[config.mk]
export PLATFORM = sky130hd
export DESIGN_NAME = decoder_scan
export DESIGN_NICKNAME = d
export VERILOG_FILES = /design/src/rtl/decoder_pkg.sv /design/src/rtl/decoder_scan_tick_gen.sv /design/src/rtl/decoder_scan.sv
export SDC_FILE = /design/constraint.sdc
export NUM_CORES = 1
export LEC_CHECK = 0
export CAP_MARGIN = 20
export CORE_AREA = 2 2 39 41
export CTS_CLUSTER_SIZE = 24
export DETAILED_ROUTE_END_ITERATION = 6
export DIE_AREA = 0 0 41 43
export GPL_TIMING_DRIVEN = 0
export MAX_ROUTING_LAYER = met4
export PLACE_DENSITY = 0.64
export SLEW_MARGIN = 20
export SYNTH_ARGS = -nofsm -noshare
export SYNTH_HDL_FRONTEND = slang
export SYNTH_SLANG_ARGS = --single-unit
[constraint.sdc]
create_clock -name clk -period 1.4 [get_ports clk]
set_input_delay 0.35 -clock clk [delete_from_list [all_inputs] [get_ports clk]]
set_output_delay 0.35 -clock clk [all_outputs]
set_load 0.01 [all_outputs]
[src/rtl/decoder_pkg.sv]
// Shared decoder definitions: mode encodings and a generic one-hot helper.
// Latency: none (constants and a pure function).
// Backpressure: not applicable.
package decoder_pkg;

  localparam logic MODE_DIRECT = 1'b0;
  localparam logic MODE_SCAN   = 1'b1;

  // Widest vector onehot() can produce; callers slice the low bits they need.
  localparam int ONEHOT_MAX = 256;

  function automatic logic [ONEHOT_MAX-1:0] onehot(input int unsigned idx,
                                                   input int unsigned width);
    logic [ONEHOT_MAX-1:0] v;
    v    = '0;
    v[0] = 1'b1;
    v    = v << idx;
    if (idx >= width) begin
      v = '0;
    end
    return v;
  endfunction

endpackage

[src/rtl/decoder_scan_tick_gen.sv]
// Prescaler: pulses tick on the DIV-th consecutive running cycle.
// Latency: tick is combinational from the registered count and run.
// Backpressure: run low freezes the count; clr discards any partial count.
module tick_gen #(
  parameter int DIV = 4
) (
  input  logic clk,
  input  logic rst_n,
  input  logic clr,
  input  logic run,
  output logic tick
);

  localparam int PW = (DIV > 1) ? $clog2(DIV) : 1;
  localparam logic [PW-1:0] LAST = PW'(DIV - 1);

  logic [PW-1:0] cnt;

  assign tick = run && (cnt == LAST);

  always_ff @(posedge clk or negedge rst_n) begin
    if (!rst_n) begin
      cnt <= '0;
    end else if (clr) begin
      cnt <= '0;
    end else if (run) begin
      if (tick) begin
        cnt <= '0;
      end else begin
        cnt <= cnt + 1'b1;
      end
    end
  end

endmodule

[src/rtl/decoder_scan.sv]
// Binary-to-one-hot decoder with registered index, enable and a prescaled auto-scan mode.
// Latency: one cycle from sel/en to y; scan steps every DIV cycles.
// Backpressure: hold freezes the scan index and prescaler; en low forces y inactive.
module decoder_scan
  import decoder_pkg::*;
#(
  parameter int SEL_W      = 2,
  parameter int DIV        = 4,
  parameter int ACTIVE_LOW = 0
) (
  input  logic                 clk,
  input  logic                 rst_n,
  input  logic                 en,
  input  logic                 mode,
  input  logic [SEL_W-1:0]     sel,
  input  logic                 hold,
  output logic [(2**SEL_W)-1:0] y,
  output logic [SEL_W-1:0]     idx,
  output logic                 wrap
);

  localparam int N = 2 ** SEL_W;

  logic                  en_q;
  logic                  tick;
  logic                  clr;
  logic                  run;
  logic [ONEHOT_MAX-1:0] dec_full;
  logic [N-1:0]          dec;
  logic [N-1:0]          y_act;

  // Prescaler is discarded whenever we are not actively scanning.
  assign clr = ~en | (mode == MODE_DIRECT);
  assign run = (mode == MODE_SCAN) & ~hold;

  tick_gen #(
    .DIV (DIV)
  ) u_tick_gen (
    .clk   (clk),
    .rst_n (rst_n),
    .clr   (clr),
    .run   (run),
    .tick  (tick)
  );

  always_ff @(posedge clk or negedge rst_n) begin
    if (!rst_n) begin
      en_q <= 1'b0;
      idx  <= '0;
      wrap <= 1'b0;
    end else begin
      en_q <= en;
      if (!en) begin
        idx  <= '0;
        wrap <= 1'b0;
      end else if (mode == MODE_DIRECT) begin
        idx  <= sel;
        wrap <= 1'b0;
      end else if (hold) begin
        wrap <= 1'b0;
      end else if (tick) begin
        idx  <= idx + 1'b1;
        wrap <= &idx;
      end else begin
        wrap <= 1'b0;
      end
    end
  end

  // Outputs decode only registered state, so nothing combinational reaches y from the inputs.
  always_comb begin
    dec_full = onehot(32'(idx), N);
    dec      = dec_full[N-1:0];
    y_act    = en_q ? dec : '0;
  end

  assign y = (ACTIVE_LOW != 0) ? ~y_act : y_act;

endmodule
==> flow_summary.toml <==
[clock_tree]
root_buffer = "clkbuf_4"
htree_levels = 1
cts_buffers = 3
tritoncts = "built"
holdBufCountCts = 0
clkSinkCount = 6
worstSkewPairLatency_ps = 240
path_clk_slew_ps = 40
cts_max_path_buffers = 2

[worst_setup_path]
cp-start-kind = "register"
worst-setup-path-type = "reg -> out"
crit_path_max_fanout = 4
required_ps = 1050
end_kind = "primary output"
crit_arrival_ps = 1170

[die]
start_util_pct = 25.14
pin_count = 14
die-area_um2 = 1763
rows = 14
chipHeight_um = 43
fp.dieW_um = 41
core_area_um2 = 1384

[cells_and_area]
fillers = 144
area_growth_syn_to_layout_pct = 64.39
multi_input_area_um2 = 222.7
final_net_count = 68
diodes = 0
seqCellArea_um2 = 152.6
post-route-cell-area_um2 = 571.8
fin_util_pct = 41.32
drive_gt1_share_pct = 40.74

[placement]
place_congestion = 0.6962
portBuffers = 13
dp.final_hpwl_um = 531.4
placed_area_um2 = 498.0

[timing]
final-max-slew-violation-count = 0
period_share_pct = 108.5
rsz0062_at_grt = "true"
finClkSkew_ps = 5.277
setup_slack_ps = -119.2
finalHoldViolCount = 0
hold_ws_ps = 350.2
setup_viol = 4
maxSlewHeadroom_pct = 81.32
period_minus_slack_ps = 1519
tightest_slew_ps = 279.3
fmax_mhz = 658.2

[logic_synthesis]
synth_most_common_cell = "dfrtp_1"
synthFlopType = "dfrtp_1"
yosysWarnings = 0
synth.net_count = 45
async_flop_share_pct = 100.0
avgSynthCellArea_um2 = 10.54
synth_top_area_cell = "dfrtp_1"
yosysTopAreaCellShare_pct = 43.17
synth_common_cells = "dfrtp_1 (6), ha_1 (5), and2_1 (4)"
synth_cell_types = 17
synth_edf_count = 0
synth.top_cells.by_area = "dfrtp_1 (43%), ha_1 (18%), and2_1 (7.2%)"
ys_ff_latch = 6
synth_cells = 33
ys_seq_area_share_pct = 43.17
synth_area_um2 = 347.8

[hold_path]
hold_path.class = "in -> async"

[grt]
grt_pass1_vias = 303
grt_pass1_wl_um = 1186
grt_max_degree = 9
antenna_found_initial = 0
grt_util_all_layers_pct = 10.78
gr-total-overflow = 0

[power]
power_density_nw_per_um2 = 754.0
vdd_ir_drop_max_mv = 0.5070
p_leak_nw = 0.2719

[drt]
detail_route.first_pass.iterations = 2
ant_nets = 0
wl_per_cell_um = 10.03
via_per_inst = 4.557
drtIter0Drc = 9
routed_wl_um = 702
route.detailed.drc = 0
vias = 319

[outcome]
violations = "setup timing"
status = "finished, violations left"

[flow_run]
max_cap_viol_count = 0
report_power, final:
group / internal [mW] / leakage, nW / switching (mW)
clock network: 0.0966 / 0.0138 / 0.0580
logic: 0.0502 / 0.182 / 0.0348
registers: 0.182 / 0.0762 / 0.00948
total: 0.329 / 0.272 / 0.102
cell type report:
type | count | area share (%)
Clock buffer | 3 | 3.939
Inverter | 2 | 1.313
Multi-Input combinational cell | 25 | 38.95
Sequential cell | 6 | 26.70
Tap cell | 16 | 3.501
Timing Repair Buffer | 18 | 25.60
layer usage:
layer / vias up / GRT usage (%) / wire [µm]
li1: 161 / - / -
met1: 144 / 10.20 / 243
met2: 14 / 17.19 / 360
met3: 0 / 9.424 / 98
met4: 0 / 0 / 0
met5: - / - / 0
cell families after synthesis:
logic type,synth area share [%]
compound gates,8.993
fa+ha+maj,17.99
flops,43.16
buf+inv,2.159
simple gates,24.82
mux,2.878
path summary, 6_finish.rpt:
path,from,endpoint,slack (ps),depth (start not counted)
max,idx[0],y[2],-120,4
min,rst_n,en_q,350,1
max reg2reg,idx[0],idx[1],140,4
min reg2reg,u_tick_gen.cnt[1],u_tick_gen.cnt[1],530,2
max in group asynchronous,rst_n,idx[0],810,1
min in group clk,u_tick_gen.cnt[1],u_tick_gen.cnt[1],530,2
worst max-delay path, cell delays in order, from the launching register on:
cell and delay [ps]:
dfrtp_2 440, inv_2 100, ha_2 160, and2_4 130, buf_6 90
stage by stage:
| step | worst slack [ps] | cells | TNS (ps) | power [mW] |
|---|---|---|---|---|
| 2_1_floorplan | 117.4 | 33 | 0 | 0.2170 |
| 3_3_place_gp | -276.6 | 62 | -1128 | 0.2648 |
| 3_5_place_dp | -278.2 | 62 | -1156 | 0.2658 |
| 4_1_cts | -109.1 | 68 | -386.6 | 0.4304 |
| 5_1_grt | -178.3 | 70 | -657.2 | 0.4680 |
| 6_report | -119.2 | 70 | -402.8 | 0.4311 |
layout by cell type, fill, tap and decap left out:
| cell | instances |
|---|---|
| a211oi_1 | 1 |
| a21oi_1 | 1 |
| a311oi_1 | 1 |
| and2_1 | 3 |
| and2_4 | 1 |
| and4b_1 | 1 |
| and4bb_1 | 1 |
| buf_2 | 4 |
| buf_4 | 5 |
| buf_6 | 1 |
| clkbuf_4 | 3 |
| clkdlybuf4s50_1 | 6 |
| dfrtp_1 | 4 |
| dfrtp_2 | 2 |
| dlygate4sd2_1 | 2 |
| ha_1 | 1 |
| ha_2 | 2 |
| ha_4 | 2 |
| inv_2 | 2 |
| mux2i_1 | 1 |
| nand2_1 | 2 |
| nand2b_1 | 1 |
| nand3_1 | 1 |
| nor2_1 | 2 |
| nor2b_1 | 1 |
| o21ai_0 | 2 |
| or3_1 | 1 |
state kept, by name (all words and copies together) (netlist names):
signal and cells:
en_q 1, idx 2, u_tick_gen.cnt 2, wrap 1
what timing repair did:
item,in CTS,in global routing
setup buffers,3,2
endpoints found under the setup margin,7,5
hold endpoints to repair,0,0
gates resized for setup,31,3
pin swaps,2,1
(Power assumes the default switching activity.)
